File: config.mk
export PLATFORM = sky130hd
export DESIGN_NAME = uart_rx_frame
export DESIGN_NICKNAME = d
export VERILOG_FILES = /design/src/rtl/uart_rx_frame.sv
export SDC_FILE = /design/constraint.sdc
export NUM_CORES = 1
export LEC_CHECK = 0
export ABC_AREA = 1
export BUFFER_PORTS_ARGS = -buffer_cell sky130_fd_sc_hd__buf_2
export CAP_MARGIN = 20
export CELL_PAD_IN_SITES_DETAIL_PLACEMENT = 0
export CELL_PAD_IN_SITES_GLOBAL_PLACEMENT = 1
export CORE_MARGIN = 2
export CORE_UTILIZATION = 36
export DETAILED_ROUTE_END_ITERATION = 7
export PLACE_DENSITY_LB_ADDON = 0.1
export SYNTH_ARGS = -nofsm -noshare
export SYNTH_HDL_FRONTEND = slang
export SYNTH_SLANG_ARGS = --single-unit
File: constraint.sdc
create_clock -name clk -period 1.7 [get_ports clk]
set_input_delay 0.34 -clock clk [delete_from_list [all_inputs] [get_ports clk]]
set_output_delay 0.34 -clock clk [all_outputs]
set_load 0.01 [all_outputs]
File: src/rtl/uart_rx_frame.sv
// uart_rx_frame: UART receiver, start + DATA_WIDTH data (LSB first) + optional parity + 1 stop.
// Optional build macro UART_RX_MAJORITY_VOTE_EN: 3-sample majority vote around mid-bit.
// Ports:
//   clk, rst          clock, synchronous active-high reset
//   RX_IN             serial line (idle high), already synchronous to clk
//   PAR_EN, PAR_TYP   parity present / parity type (0 even, 1 odd), captured at frame start
//   Prescale          clocks per bit (even, 8..32)
//   P_DATA            last good payload
//   Data_Valid        1-cycle pulse when P_DATA updates
//   Par_err, Stp_err  1-cycle error pulses
module uart_rx_frame #(
    parameter int DATA_WIDTH = 8,
    parameter int PRESC_W    = 6
) (
    input  logic                  clk,
    input  logic                  rst,
    input  logic                  RX_IN,
    input  logic                  PAR_EN,
    input  logic                  PAR_TYP,
    input  logic [PRESC_W-1:0]    Prescale,
    output logic [DATA_WIDTH-1:0] P_DATA,
    output logic                  Data_Valid,
    output logic                  Par_err,
    output logic                  Stp_err
);

    localparam int BW = (DATA_WIDTH > 1) ? $clog2(DATA_WIDTH) : 1;

    localparam logic [2:0] IDLE   = 3'd0;
    localparam logic [2:0] START  = 3'd1;
    localparam logic [2:0] DATA   = 3'd2;
    localparam logic [2:0] PARITY = 3'd3;
    localparam logic [2:0] STOP   = 3'd4;

    logic [2:0]            state;
    logic [PRESC_W-1:0]    edge_cnt;
    logic [BW-1:0]         bit_cnt;
    logic [DATA_WIDTH-1:0] shift_reg;
    logic                  par_en_q;
    logic                  par_typ_q;
    logic                  par_bad;
    logic                  bit_val;
    logic                  exp_par;

    logic [PRESC_W-1:0] half;
    logic [PRESC_W-1:0] last;
    logic               bit_end;

    assign half    = {1'b0, Prescale[PRESC_W-1:1]};
    assign last    = Prescale - PRESC_W'(1);
    assign bit_end = (edge_cnt == last);
    assign exp_par = par_typ_q ? ~^shift_reg : ^shift_reg;

`ifdef UART_RX_MAJORITY_VOTE_EN
    logic [2:0]         samp;
    logic [PRESC_W-1:0] mid_m1;
    logic [PRESC_W-1:0] mid_p1;

    assign mid_m1 = half - PRESC_W'(1);
    assign mid_p1 = half + PRESC_W'(1);

    always_ff @(posedge clk) begin
        if (rst) begin
            samp <= 3'b111;
        end else if (state != IDLE) begin
            if (edge_cnt == mid_m1) samp[0] <= RX_IN;
            if (edge_cnt == half)   samp[1] <= RX_IN;
            if (edge_cnt == mid_p1) samp[2] <= RX_IN;
        end
    end

    assign bit_val = (samp[0] & samp[1]) |
                     (samp[0] & samp[2]) |
                     (samp[1] & samp[2]);
`else
    logic samp;

    always_ff @(posedge clk) begin
        if (rst) begin
            samp <= 1'b1;
        end else if (state != IDLE && edge_cnt == half) begin
            samp <= RX_IN;
        end
    end

    assign bit_val = samp;
`endif

    // The bit decision (bit_val) is acted on at the bit end, so the
    // shift, parity compare and stop check all happen on the last edge.
    always_ff @(posedge clk) begin
        if (rst) begin
            state      <= IDLE;
            edge_cnt   <= '0;
            bit_cnt    <= '0;
            shift_reg  <= '0;
            par_en_q   <= 1'b0;
            par_typ_q  <= 1'b0;
            par_bad    <= 1'b0;
            P_DATA     <= '0;
            Data_Valid <= 1'b0;
            Par_err    <= 1'b0;
            Stp_err    <= 1'b0;
        end else begin
            Data_Valid <= 1'b0;
            Par_err    <= 1'b0;
            Stp_err    <= 1'b0;
            unique case (state)
                IDLE: begin
                    if (!RX_IN) begin
                        state     <= START;
                        edge_cnt  <= PRESC_W'(1);
                        bit_cnt   <= '0;
                        par_en_q  <= PAR_EN;
                        par_typ_q <= PAR_TYP;
                        par_bad   <= 1'b0;
                    end
                end
                START, DATA, PARITY, STOP: begin
                    if (!bit_end) begin
                        edge_cnt <= edge_cnt + PRESC_W'(1);
                    end else begin
                        edge_cnt <= '0;
                        unique case (state)
                            START: begin
                                state <= bit_val ? IDLE : DATA;
                            end
                            DATA: begin
                                shift_reg <= {bit_val, shift_reg[DATA_WIDTH-1:1]};
                                bit_cnt   <= bit_cnt + BW'(1);
                                if (bit_cnt == BW'(DATA_WIDTH - 1)) begin
                                    bit_cnt <= '0;
                                    state   <= par_en_q ? PARITY : STOP;
                                end
                            end
                            PARITY: begin
                                par_bad <= (bit_val != exp_par);
                                state   <= STOP;
                            end
                            default: begin
                                state   <= IDLE;
                                Par_err <= par_bad;
                                Stp_err <= ~bit_val;
                                if (!par_bad && bit_val) begin
                                    Data_Valid <= 1'b1;
                                    P_DATA     <= shift_reg;
                                end
                            end
                        endcase
                    end
                end
                default: begin
                    state    <= IDLE;
                    edge_cnt <= '0;
                end
            endcase
        end
    end

endmodule

# Yosys cells after proc, flatten, opt, wreduce, memory -nomap -nowiden

Cells that the tools add are included.

Flip-flop bits (word level): 35
Word-level logic and storage cells: 71
Input port bits: 11

Muxes and demuxes: 21
Equality and inequality tests: 13
Reduce and logical (&&, ||, !) cells: 17
Add/subtract/negate cells: 3
Bitwise logic cells: 5

Operators with widths:

| cell                                              | number |
|---|---|
| two-way mux 3 bit                                 | 8 |
| two-way mux 6 bit                                 | 2 |
| one-hot mux 3 bit (2 select lines)                | 2 |
| one-hot mux 6 bit (2 select lines)                | 1 |
| AND reduction 4 bit                               | 3 |
| one-hot mux 3 bit (3 select lines)                | 1 |
| != test 2 bit (second input constant)             | 4 |
| XNOR reduction 8 bit                              | 1 |
| parity 8 bit                                      | 1 |
| adder 6 x 1 -> 6 bit (second input constant)      | 1 |
| == test 3 x 2 -> 1 bit (second input constant)    | 2 |
| == test 3 bit (second input constant)             | 2 |
| == test 6 x 5 -> 1 bit                            | 1 |
| == test 6 bit                                     | 1 |
| AND reduction 3 bit                               | 2 |
| OR reduction 6 bit                                | 1 |
| subtractor 6 x 1 -> 6 bit (second input constant) | 1 |
| two-way mux 1 bit                                 | 5 |
| inverter 1 bit                                    | 5 |
| OR reduction 4 bit                                | 1 |
| adder 3 x 1 -> 3 bit (second input constant)      | 1 |
| == test 3 x 1 -> 1 bit (second input constant)    | 1 |
| logical NOT 3 bit                                 | 1 |
| != test 3 bit (second input constant)             | 1 |
| 9 further kinds                                   | 10 |

# Longest topological paths before layout

Gate-level depths: netlist of run 1.

Word-level depth: 6
Gate-level depth with buffers: 16
Gate-level depth less buffers: 15

# Worst setup path after synthesis of run 1

Ideal clock, no wire load.

Path kind: input to register
Start point: input Prescale[0]
End point: register shift_reg[6]
Library setup time: 119 ps
Path buffers: 1
Setup slack: -42 ps
Cell stages on the path: 14
Data required time: 1,581 ps
Arrival time: 1,623 ps
Cells stage by stage: inv_1 ha_1 inv_1 nand2_1 nand2_1 nor2_1 nand2_1 nor2_2 nand3_2 inv_2 nand2_2 buf_2 o21ai_0 a21oi_1

Word-level cells in the longest chain between the ends: 3

Ends and longest elaborated chain:

| item                                 | line | text |
|---|---|---|
| from (decl)                          | 20   | `input logic [PRESC_W-1:0] Prescale,` |
| subtractor 6 x 1 -> 6 bit            | 50   | `assign last = Prescale - PRESC_W'(1);` |
| == test 6 bit                        | 51   | `assign bit_end = (edge_cnt == last);` |
| AND reduction 3 bit (no source line) | n/a  |  |
| to (signal assigned)                 | 129  | `shift_reg <= {bit_val, shift_reg[DATA_WIDTH-1:1]};` |
| to (decl)                            | 38   | `logic [DATA_WIDTH-1:0] shift_reg;` |

No other way between the ends.
A chain may end at the register's enable or synchronous reset.

# Worst setup path in the final report of run 1

Start point: input Prescale[1]
End point: register P_DATA[0]

Word-level cells in the longest chain between the ends: 3

Ends and longest elaborated chain:

| item                                 | line | text |
|---|---|---|
| subtractor 6 x 1 -> 6 bit            | 50   |  |
| == test 6 bit                        | 51   |  |
| AND reduction 4 bit (no source line) | n/a  |  |
| to (signal assigned)                 | 146  | `P_DATA <= shift_reg;` |
| to (decl)                            | 21   | `output logic [DATA_WIDTH-1:0] P_DATA,` |

No other way between the ends.

==> run_results.csv, run 1 <==
group,metric,value,unit
run_status,outcome,"finished, final reports clean",
clock_network,cts_buffers,5,
floorplanning,ios,22,
worst_setup_path,r2r_end,"P_DATA[0]$_SDFFE_PP0P_",
pwr,p_per_area,1200,nW/um^2
pwr,p_total,0.00311,W
synth,syn_inst,323,
clock_network,root_buffer,"clkbuf_8",
finish,final_area,2590,um^2
clock_network,path_clk_slew,0.07,ns
finish,area_growth,29.1,%
run,maxCapViolCount,0,
sta,hold_slack,0.318,ns
worst_setup_path,cpLargestDelayFamily,"simple AND/OR/NAND/NOR gates",
synth,synth_area,2000,um^2
worst_setup_path,cpMostUsedCell,"nor2_1",
sta,relSlewSlack,78.9,%
synth,async_reset_ff_share,0,%
placement,post-dp-hpwl,3550,um
synth,synth.yosys.seq_area_share,35.0,%
sta,maxSlewViolCount,0,
synth,yosysUniqueCellTypes,26,
worst_setup_path,crit_arrival,1.80,ns
global_route,antenna_found_initial,0,
placement,gp_congestion,0.746,
synth,synth-edff-count,0,
sta,rsz0062_at_grt,"true",
sta,clock.fmax,0.617,GHz
floorplanning,placementRows,27,
global_route,grt_use_total,16.5,%
clock_network,cts_sinks,35,
drt,viasPerCell,4.54,
finish,fin_nets,390,
worst_setup_path,rr_startpoint,"edge_cnt[1]$_SDFFE_PP0P_",
clock_network,htreeDepth,2,
drt,wl,4780,um
sta,tightest_slew,0.317,ns
drt,dr_total_vias,2035,
worst_hold_path,holdPathEnd,"bit_cnt[2]$_SDFFE_PP0P_",
drt,drt_first_iter_violations,74,
sta,fin_skew,0.00864,ns
clock_network,clk_latency,0.28,ns
clock_network,cts_hold_buf,0,
worst_hold_path,hold_path_startpoint,"rst",
worst_setup_path,crit_buf_inv,4,
finish,regArea,706,um^2
global_route,grt_pass1_wl,8200,um
clock_network,clockBufferDepth,2,
placement,port_buffers,21,
synth,yosysTopAreaCell,"dfxtp_1",
drt,avgRoutedWirePerCell,10.7,um
synth,synth_top_area_share,35.0,%
worst_setup_path,required,1.88,ns
sta,min_period_over_period,95.4,%
worst_setup_path,critPathMaxStageDelay,0.25,ns
synth,synth_nets,338,
worst_setup_path,path_cells,"buf_6 -> buf_4 -> nor2_1 -> nand3_1 -> xnor2_1 -> nand3_4 -> inv_6 -> buf_12 -> nand4_4 -> nor2_1 -> nor2_1",
finish,multiInputGateArea,1180,um^2
synth,syn-mean-instance-area,6.21,um^2
placement,place_area,2370,um^2
drt,drc_errors,0,
worst_setup_path,cp-end-kind,"register",
sta,tns,0,ns
floorplanning,start_util,36.9,%
floorplanning,die_w,78.6,um
finish,diodes,0,
global_route,first_global_vias,1882,
finish,drive_gt1_share,21.5,%
sta,timing.final.crit_period,1.62,ns
floorplanning,dieArea,6180,um^2
worst_setup_path,critical_path_class,"in2reg",
pwr,leakage,1.33,nW
worst_setup_path,r2r_cells,12,
synth,ys.flop_type,"dfxtp_1",
drt,ant_nets,0,
global_route,grt-ovfl-total,0,
pwr,vdd_ir_drop_max,0.000832,V
floorplanning,core_area,5440,um^2
synth,synth_area_leaders,"dfxtp_1, nand2_1, nor2_1",
worst_setup_path,slowest_stage,"xnor2_1",
drt,first_pass_iters,4,
synth,synth_seq_cells,35,
finish,fill_cells,596,
worst_hold_path,hold_path_depth,2,
worst_setup_path,crit_fanout,8,
synth,synth_most_common_cell,"nand2_1",
sta,setup_viol,0,
synth,synth_common_cells,"nand2_1, nor2_1, inv_1, dfxtp_1",
worst_setup_path,startpoint_type,"input port",
global_route,grt_max_degree,17,
worst_setup_path,regToRegSetupSlack,0.13,ns
sta,hold_viol_final,0,
floorplanning,die_h,78.6,um
synth,synth-warning-count,0,
clock_network,cts_tree,"yes",
worst_hold_path,min_path_type,"in2reg",
-- cell type report --
cell class / count / area share (%)
repair buffers: 49 / 13.2
well taps: 72 / 3.48
clock inverters: 1 / 0.193
inverters: 48 / 7.25
multi-input cells: 236 / 45.7
flip-flops and latches: 35 / 27.3
clock buffers: 7 / 2.95
-- repair_timing --
action,in CTS,in global routing
endpoints found under the setup margin,0,27
endpoints found under the hold margin,0,0
setup buffers,0,3
gates resized for setup,0,25
-- where the power goes --
group / internal (W) / switching (W) / leakage, nW
logic: 0.000633 / 0.000871 / 0.999
registers: 0.000935 / 0.0000848 / 0.285
clock network: 0.000288 / 0.000298 / 0.0422
-- how the worst max path moves through the flow --
| stage | from | to | slack [ns] | depth (start not counted) |
|---|---|---|---|---|
| 2_1_floorplan | Prescale[1] | P_DATA[1]$_SDFFE_PP0P_ | 0.003 | 14 |
| 3_3_place_gp | Prescale[1] | P_DATA[5]$_SDFFE_PP0P_ | -0.29 | 14 |
| 3_5_place_dp | Prescale[1] | P_DATA[5]$_SDFFE_PP0P_ | -0.29 | 14 |
| 4_1_cts | Prescale[1] | P_DATA[5]$_SDFFE_PP0P_ | 0.009 | 14 |
| 5_1_grt | edge_cnt[4]$_SDFFE_PP0P_ | P_DATA[4]$_SDFFE_PP0P_ | -0.05 | 12 |
| 6_report | Prescale[1] | P_DATA[0]$_SDFFE_PP0P_ | 0.08 | 11 |
-- stage by stage --
step           utilization [%]  std cells  setup WS (ns)
6_report                  47.6        448         0.0789
5_1_grt                   47.6        448        -0.0478
4_1_cts                   45.2        444        0.00892
3_5_place_dp              43.7        436         -0.291
3_3_place_gp              43.7        436         -0.294
2_1_floorplan                -        323        0.00300
-- per-layer routing --
| layer | GRT usage (%) | up-vias | share of wire (%) |
|---|---|---|---|
| met3 | 3.56 | 7 | 3.0 |
| li1 | - | 1106 | - |
| met1 | 20.3 | 894 | 47 |
| met5 | 0 | - | 0 |
| met4 | 4.74 | 0 | 0.96 |
| met2 | 28.6 | 28 | 49 |
-- layout by cell type (no fill, tap or decap), types with 2 or more instances in the layout --
| cell | n |
|---|---|
| a21oi_1 | 19 |
| o21ai_0 | 15 |
| xor2_1 | 5 |
| nand3_2 | 2 |
| nand2_2 | 8 |
| inv_2 | 2 |
| clkbuf_1 | 2 |
| xnor2_1 | 6 |
| ha_1 | 3 |
| buf_6 | 2 |
| clkbuf_8 | 5 |
| buf_2 | 19 |
| nor2_1 | 49 |
| buf_4 | 27 |
| nand4_1 | 3 |
| nand4_4 | 2 |
| dfxtp_1 | 33 |
| nor2_2 | 4 |
| nand2_4 | 2 |
| inv_1 | 44 |
| nand2_1 | 93 |
| nand3_1 | 17 |
-- cells by family after synthesis --
| logic type | Yosys count | share of synthesized area, % |
|---|---|---|
| xor gates and xnor gates | 11 | 4.81 |
| buffers and inverters | 53 | 10.5 |
| and+or+nand+nor | 183 | 37.7 |
| AOI/OAI and AO/OA | 37 | 9.55 |
| DFF | 35 | 35.0 |
| adders and majority gates | 4 | 2.50 |
-- worst register-to-register path: stages (launching register included) --
cell and delay (ns):
dfxtp_2 0.36, inv_1 0.06, nand2_1 0.05, nand2_1 0.04
nor2_1 0.09, nand2_1 0.07, nor2_2 0.12, nand3_4 0.13
inv_6 0.12, buf_12 0.10, nand4_4 0.12, nor2_1 0.15
nor2_1 0.05
Power figures use the tool's default switching activity.
==> inputs of run 2 (changes only) <==
Settings changed: CTS_CLUSTER_SIZE set to 25, RECOVER_POWER set to 50.
==> run_results.csv, run 2 (synthesis results as in run 1) <==
group,metric,value,unit
run_status,outcome,"finished, final reports clean",
finish,final_area,2570,um^2
finish,final_cells,448,
pwr,leakage,1.27,nW
drt,first_pass_iters,4,
pwr,switching_power,0.00125,W
worst_setup_path,critPathMaxStageDelay,0.25,ns
finish,mostFrequentLayoutCells,"nand2_1, nor2_1, inv_1",
global_route,grt_pass1_wl,8200,um
placement,port_buffers,21,
sta,hold_viol_final,0,
pwr,clkPwrFrac,19.0,%
worst_setup_path,slowest_stage,"xnor2_1",
sta,setup_viol,0,
drt,avgRoutedWirePerCell,10.7,um
floorplanning,die_w,78.6,um
drt,viasPerCell,4.52,
sta,maxSlewViolCount,0,
placement,dp_cells,436,
pwr,p_per_area,1200,nW/um^2
floorplanning,dieArea,6180,um^2
clock_network,path_clk_slew,0.07,ns
global_route,grt_max_degree,17,
floorplanning,core_area,5440,um^2
sta,min_period_over_period,95.4,%
placement,place_area,2370,um^2
worst_setup_path,path_cells,"buf_6 -> buf_4 -> nor2_1 -> nand3_1 -> xnor2_1 -> nand3_4 -> inv_6 -> buf_12 -> nand4_4 -> nor2_1 -> nor2_1",
floorplanning,start_util,36.9,%
sta,timing.final.crit_period,1.62,ns
floorplanning,die_h,78.6,um
clock_network,clockBufferDepth,2,
clock_network,htreeDepth,2,
placement,gp_congestion,0.746,
pwr,p_int,0.00184,W
finish,diodes,0,
floorplanning,placementRows,27,
clock_network,clk_latency,0.28,ns
drt,ant_nets,0,
sta,fin_ws,0.0789,ns
floorplanning,ios,22,
pwr,p_seq_share,33.0,%
sta,rsz0062_at_grt,"true",
clock_network,cts_tree,"yes",
global_route,antenna_found_initial,0,
worst_setup_path,startpoint_type,"input port",
pwr,sw_frac_of_total,40.5,%
clock_network,root_buffer,"clkbuf_8",
worst_setup_path,cpLargestDelayFamily,"simple AND/OR/NAND/NOR gates",
finish,final_common_cell,"nand2_1",
placement,post-dp-hpwl,3550,um
clock_network,cts_hold_buf,0,
sta,fin_skew,0.00863,ns
placement,pre_cts_ws,-0.291,ns
worst_setup_path,cp-end-kind,"register",
finish,fill_cells,601,
worst_hold_path,min_path_type,"in2reg",
sta,clock.fmax,0.617,GHz
clock_network,cts_buffers,5,
drt,wl,4780,um
worst_setup_path,critical_path_class,"in2reg",
worst_setup_path,required,1.88,ns
finish,area_growth,28.2,%
worst_setup_path,crit_fanout,8,
sta,tightest_slew,0.320,ns
drt,drt_first_iter_violations,77,
worst_setup_path,crit_buf_inv,4,
finish,drive_gt1_share,18.4,%
clock_network,cts_sinks,35,
pwr,vdd_ir_drop_max,0.000832,V
global_route,grt_use_total,16.5,%
sta,relSlewSlack,78.6,%
run,maxCapViolCount,0,
global_route,first_global_vias,1882,
global_route,grt-ovfl-total,0,
pwr,p_comb_share,48.0,%
drt,drc_errors,0,
finish,fin_nets,390,
drt,dr_total_vias,2023,
worst_setup_path,crit_arrival,1.80,ns
worst_setup_path,cpMostUsedCell,"nor2_1",
run 2: cell type report:
type / count / area (um^2) / area share [%]
multi-input cells: 236 / 1180 / 46.0
flip-flops and latches: 35 / 706 / 27.5
repair buffers: 49 / 323 / 12.6
inverters: 48 / 188 / 7.30
well taps: 72 / 90.1 / 3.51
clock buffers: 7 / 76.3 / 2.97
clock inverters: 1 / 5.00 / 0.195
run 2: repair_timing:
action                     4_1_cts  5_1_grt
resized for setup                0       25
setup buffers                    0        3
setup endpoints to repair        0       27
run 2: routing by layer:
layer | track usage [%] | part of all wire, % | wire length [um] | vias up
met5 | 0 | 0 | 0 | -
met4 | 4.74 | 0.84 | 40 | 0
met3 | 3.56 | 2.9 | 139 | 5
met2 | 28.6 | 49 | 2340 | 22
met1 | 20.3 | 47 | 2260 | 893
li1 | - | - | - | 1103
run 2: worst paths after layout:
kind,endpoint,start,cells after the start,slack (ns)
max,P_DATA[0]$_SDFFE_PP0P_,Prescale[1],11,0.08
min,bit_cnt[2]$_SDFFE_PP0P_,rst,2,0.32
max reg2reg,P_DATA[0]$_SDFFE_PP0P_,edge_cnt[1]$_SDFFE_PP0P_,12,0.13
min reg2reg,par_bad$_SDFFE_PP0P_,par_bad$_SDFFE_PP0P_,2,0.47
run 2: power groups by stage:
| stage | logic (W) | clock network, W | registers (W) |
|---|---|---|---|
| floorplan | 0.000868 | 0 | 0.00103 |
| global placement | 0.00140 | 0 | 0.00103 |
| detailed placement | 0.00139 | 0 | 0.00103 |
| CTS | 0.00140 | 0.000613 | 0.00102 |
| global route | 0.00173 | 0.000640 | 0.00103 |
| finish | 0.00148 | 0.000585 | 0.00102 |
run 2: metrics by stage:
| step | utilization, % | hold slack [ns] | power (W) | setup TNS (ns) |
|---|---|---|---|---|
| 2_1_floorplan | - | 0.409 | 0.00190 | 0 |
| 3_3_place_gp | 43.7 | 0.456 | 0.00243 | -5.41 |
| 3_5_place_dp | 43.7 | 0.456 | 0.00243 | -5.49 |
| 4_1_cts | 45.2 | 0.310 | 0.00303 | 0 |
| 5_1_grt | 47.3 | 0.325 | 0.00340 | -0.241 |
| 6_report | 47.3 | 0.318 | 0.00309 | 0 |
